[config.mk]
export PLATFORM = sky130hd
export DESIGN_NAME = uart_rx_buffer
export DESIGN_NICKNAME = d
export VERILOG_FILES = /design/src/rtl/uart_rx_buffer.sv
export SDC_FILE = /design/constraint.sdc
export NUM_CORES = 1
export LEC_CHECK = 0
export CAP_MARGIN = 20
export CORE_UTILIZATION = 50
export DETAILED_ROUTE_END_ITERATION = 6
export GPL_ROUTABILITY_DRIVEN = 0
export GPL_TIMING_DRIVEN = 0
export PLACE_DENSITY = 0.69
export SLEW_MARGIN = 20
export SYNTH_ARGS = -nofsm -noshare
export SYNTH_HDL_FRONTEND = slang
export SYNTH_SLANG_ARGS = --single-unit
[constraint.sdc]
create_clock -name clk -period 4.1 [get_ports clk]
set_input_delay 0.82 -clock clk [delete_from_list [all_inputs] [get_ports clk]]
set_output_delay 0.82 -clock clk [all_outputs]
set_load 0.005 [all_outputs]
[src/rtl/uart_rx_buffer.sv]
// Purpose : captures UART receiver characters {parity_error, data} into a FWFT FIFO
//           and acknowledges each one so the receiver is released for the next frame.
// Latency : entry written and count updated on the capture edge; rx_ack_o one cycle later;
//           head visible on rd_data_o one cycle after the write edge into an empty FIFO.
// Backpressure: none toward the receiver; a character arriving at full (without a same-cycle
//           pop) is dropped, acknowledged anyway, and flagged on sticky overrun_o.
// Ports   : clk/rst_n (async active-low); rx_done_i/rx_data_i/parity_error_i/rx_ack_o from/to
//           the receiver; pop_i/flush_i/thresh_i/overrun_clr_i from the host; rd_data_o,
//           rd_perr_o, count_o, empty_o, full_o, overrun_o, irq_o status to the host.
module uart_rx_buffer #(
    parameter  int DEPTH = 16,
    localparam int AW    = $clog2(DEPTH)
) (
    input  logic          clk,
    input  logic          rst_n,
    input  logic          rx_done_i,
    input  logic [7:0]    rx_data_i,
    input  logic          parity_error_i,
    output logic          rx_ack_o,
    input  logic          pop_i,
    input  logic          flush_i,
    input  logic [AW:0]   thresh_i,
    input  logic          overrun_clr_i,
    output logic [7:0]    rd_data_o,
    output logic          rd_perr_o,
    output logic [AW:0]   count_o,
    output logic          empty_o,
    output logic          full_o,
    output logic          overrun_o,
    output logic          irq_o
);

    typedef enum logic [1:0] {
        CAP_IDLE,
        CAP_ACK,
        CAP_WAIT
    } cap_state_t;

    localparam logic [AW:0] FULL_CNT = (AW+1)'(DEPTH);

    cap_state_t        r_state;
    cap_state_t        w_state_nxt;
    logic              w_push_try;
    logic              w_push;
    logic              w_pop;
    logic              w_drop;
    logic              w_empty;
    logic              w_full;
    logic [8:0]        w_head;

    logic [8:0]        r_mem [DEPTH];
    logic [AW-1:0]     r_wr_ptr;
    logic [AW-1:0]     r_rd_ptr;
    logic [AW:0]       r_count;
    logic              r_overrun;

    // ---------------- capture FSM ----------------
    always_ff @(posedge clk or negedge rst_n) begin
        if (!rst_n) begin
            r_state <= CAP_IDLE;
        end else begin
            r_state <= w_state_nxt;
        end
    end

    always_comb begin
        w_state_nxt = r_state;
        w_push_try  = 1'b0;
        case (r_state)
            CAP_IDLE: begin
                if (rx_done_i) begin
                    w_push_try  = 1'b1;
                    w_state_nxt = CAP_ACK;
                end
            end
            // Ack is sent even for a dropped character so the receiver never stalls.
            CAP_ACK:  w_state_nxt = CAP_WAIT;
            // Hold off until the receiver releases done, so one character = one push.
            CAP_WAIT: begin
                if (!rx_done_i) begin
                    w_state_nxt = CAP_IDLE;
                end
            end
            default:  w_state_nxt = CAP_IDLE;
        endcase
    end

    // Decoded straight from the state register, so it is glitch-free and drops at reset.
    assign rx_ack_o = (r_state == CAP_ACK);

    // ---------------- FIFO control ----------------
    assign w_empty = (r_count == '0);
    assign w_full  = (r_count == FULL_CNT);

    // At full a same-cycle pop frees the slot being written, so the push still lands.
    assign w_push = w_push_try && (!w_full || pop_i);
    assign w_drop = w_push_try && w_full && !pop_i;
    // A pop with a simultaneous push at empty consumes the new entry: count stays 0 and the
    // host sees the forced-zero read value, not a bypass of the pushed character.
    assign w_pop  = pop_i && (!w_empty || w_push);

    always_ff @(posedge clk or negedge rst_n) begin
        if (!rst_n) begin
            r_wr_ptr <= '0;
            r_rd_ptr <= '0;
            r_count  <= '0;
        end else if (flush_i) begin
            r_wr_ptr <= '0;
            r_rd_ptr <= '0;
            r_count  <= '0;
        end else begin
            if (w_push) begin
                r_wr_ptr <= r_wr_ptr + AW'(1);
            end
            if (w_pop) begin
                r_rd_ptr <= r_rd_ptr + AW'(1);
            end
            case ({w_push, w_pop})
                2'b10:   r_count <= r_count + (AW+1)'(1);
                2'b01:   r_count <= r_count - (AW+1)'(1);
                default: r_count <= r_count;
            endcase
        end
    end

    // Storage is intentionally left unreset; only pointers/count define validity.
    always_ff @(posedge clk) begin
        if (w_push && !flush_i) begin
            r_mem[r_wr_ptr] <= {parity_error_i, rx_data_i};
        end
    end

    // Set has priority over clear so a drop in the clear cycle is never lost.
    always_ff @(posedge clk or negedge rst_n) begin
        if (!rst_n) begin
            r_overrun <= 1'b0;
        end else if (w_drop) begin
            r_overrun <= 1'b1;
        end else if (overrun_clr_i) begin
            r_overrun <= 1'b0;
        end
    end

    // ---------------- outputs ----------------
    assign w_head    = r_mem[r_rd_ptr];
    assign rd_data_o = w_empty ? 8'h00 : w_head[7:0];
    assign rd_perr_o = w_empty ? 1'b0  : w_head[8];
    assign count_o   = r_count;
    assign empty_o   = w_empty;
    assign full_o    = w_full;
    assign overrun_o = r_overrun;
    assign irq_o     = (thresh_i != '0) && (r_count >= thresh_i);

endmodule

==> results.ini <==
[routing]
routed_via_density=5.73
first_pass_iters=4
vias=3429
drc_errors=0
routed_wl_um=12800
ant_nets=0
wl_per_cell_um=21.4
drt_iter0_drc=328

[critical_path]
startpoint_type=flop
cp-end-kind=output pin
reg2reg_depth=5
cp_max_fo=10
crit_chain=clkbuf_1 > clkbuf_1 > mux4_2 > mux2i_1 > o22ai_1 > clkdlybuf4s50_1
crit_buf_inv=3
critPathArrivalTime_ns=3.12
cp.depth=6
cp_slowest_cell=clkbuf_1
crit_family=buffers and inverters
rrSetupSlack_ns=1.32
cpPeakStageDelay_ns=0.55
cp_common_cell=clkbuf_1
required_ns=3.28
critical_path_class=flop to output pin

[yosys]
synth_top_cell_area_share_pct=65.3
synthFlopType=edfxtp_1
netlist-cell-type-count=39
synth.area.top_cells=edfxtp_1, mux4_2, dfrtp_1
synth_fp_nets=390
yosysMostFrequentCell=edfxtp_1
syn_area_sq_um=6620
netlist_top_cells_count=edfxtp_1, mux4_2, nor2_1
avgSynthCellArea_sq_um=18.5
post-synth-top-area-cell=edfxtp_1
yosysSeqAreaShare_pct=71.3
synth_edf_count=144
ys_async_sr_fraction_pct=10.0
synth_cells=358
yosys_register_bits=160
yosysWarnings=0

[power_and_ir_drop]
p_int_uw=3260
pwr-share-seq_pct=42.3
p_per_area_nw_per_um2=582
clkPwrFrac_pct=31.4
ir_worst_vdd_mv=0.311
switching_power_uw=1240
power.leakage_uw=0.00251
comb_power_share_pct=26.2
p_sw_share_pct=27.6

[sta]
fin_crit_ns=3.94
skew_ns=0.00714
fin_ws_ns=0.165
hold_viol_final=0
slew_violations=0
fmax_mhz=254
grt_setup_unrepaired=false
setup_viol=0
tightest_slew_ns=1.04
fin_tns_setup_ns=0
post-route-period-util_pct=96.0
slew_headroom_pct=30.5
hold_ws_ns=0.496

[status]
run_status=completed

[global_route]
grt_pass1_vias=3466
grt_util_all_layers_pct=21.0
grt_max_degree=17
grt_pass1_wl_um=19600
grt_overflow=0
grt_antenna_before_repair=0

[clock_network]
cts_setup_buffers=0
cts.sinks=160
clock_latency_ns=0.42
cts-resized-gates=0
postCtsHoldBufs=0
numCtsBuffers=17
htree_levels=4
ctsLongestPathBuffers=2
clk_pin_slew_worst_paths_ns=0.06
cts_root_buf=clkbuf_16
cts_tree=done

[placed_design]
pre_cts_ws_ns=0.403
dpl_cell_area_sq_um=7210
numPortBuffers=37
dp_cells=567
dpl.hpwl_um=8310

[floorplanning]
die_area_sq_um=13700
core_area_sq_um=12800
io_pins=39
initial_core_util_pct=51.8
core.rowCount=41
die_y_um=117
die_w_um=117

[min_path]
hold_depth=1
hold_path.class=flop to flop

[layout]
fin_cells=598
finalNetCount=446
fill_cells=937
ff_latch_area_sq_um=4720
multi_input_area_sq_um=1780
drive_above_1_share_pct=18.8
area_growth_pct=16.8
stdcell_area_sq_um=7740
n_antenna_cell=0

[job]
max_cap_violations=0

[per-layer routing]
metal / track usage (%) / vias up / share of wire [%]
li1: - / 1540 / -
met1: 27.6 / 1772 / 42
met2: 33.6 / 94 / 50
met3: 5.92 / 23 / 5.9
met4: 7.85 / 0 / 1.8
met5: 0 / - / 0
[worst reg2reg max path, cell delays in order, from the launching register on]
cell     delay, ns
dfrtp_1       0.39
or3b_1        0.40
buf_6         0.15
a31oi_2       0.35
nand2_1       0.25
nor2_1        0.85
[final cells by class]
cell class	instances	area share (%)
Buffer	15	0.938
Clock buffer	19	5.60
Clock inverter	12	1.23
Inverter	12	0.614
Multi-Input combinational cell	171	23.0
Sequential cell	160	61.1
Tap cell	172	2.78
Timing Repair Buffer	37	4.79
[placed cells by master, fill, tap and decap left out, types with 4 or more instances in the layout]
cell type,n
clkbuf_1,8
ha_1,12
xor2_1,6
nor2_1,32
o22ai_1,10
edfxtp_1,144
a21oi_1,5
buf_2,6
clkdlybuf4s50_1,37
o21ai_0,4
mux2i_1,19
inv_1,9
dfrtp_1,16
mux4_2,36
clkinv_2,5
nand2_1,11
clkbuf_16,17
[cells by family after synthesis]
family	after synthesis	synth area share, %
compound gates	31	3.50
xor+xnor	9	1.19
fa+ha+maj	12	2.27
buf+inv	27	1.79
flops	160	71.3
mux	55	15.1
simple gates	64	4.80
[power by group through the flow]
stage / combinational, uW / sequential (uW) / clock [uW]
after floorplan: 735 / 1920 / 0
after global placement: 1170 / 1940 / 0
after detailed placement: 1200 / 1940 / 0
after CTS: 1200 / 1910 / 1440
after global routing: 1290 / 1920 / 1510
final: 1180 / 1910 / 1420
[registers in the layout, indices dropped and copies added (netlist names)]
signal / count
r_mem: 144
r_rd_ptr: 4
count_o: 5
overrun_o: 1
r_state: 2
r_wr_ptr: 4
[final timing paths]
kind,start,end
setup reg to reg,r_state[1]$_DFFE_PN0P_,r_mem[3][7]$_DFFE_PP_
max in group asynchronous,rst_n,r_rd_ptr[3]$_DFFE_PN0P_
setup / recovery,r_rd_ptr[1]$_DFFE_PN0P_,rd_data_o[3]
hold reg to reg,overrun_o$_DFFE_PN0P_,overrun_o$_DFFE_PN0P_
min in group asynchronous,rst_n,count_o[3]$_DFFE_PN0P_
hold / removal,overrun_o$_DFFE_PN0P_,overrun_o$_DFFE_PN0P_
[per-stage QoR]
step / utilization [%] / total power [uW]
floorplan: - / 2660
global placement: 56.4 / 3110
detailed placement: 56.4 / 3140
CTS: 60.6 / 4540
global route: 60.6 / 4710
finish: 60.6 / 4510
Power figures use the tool's default switching activity.
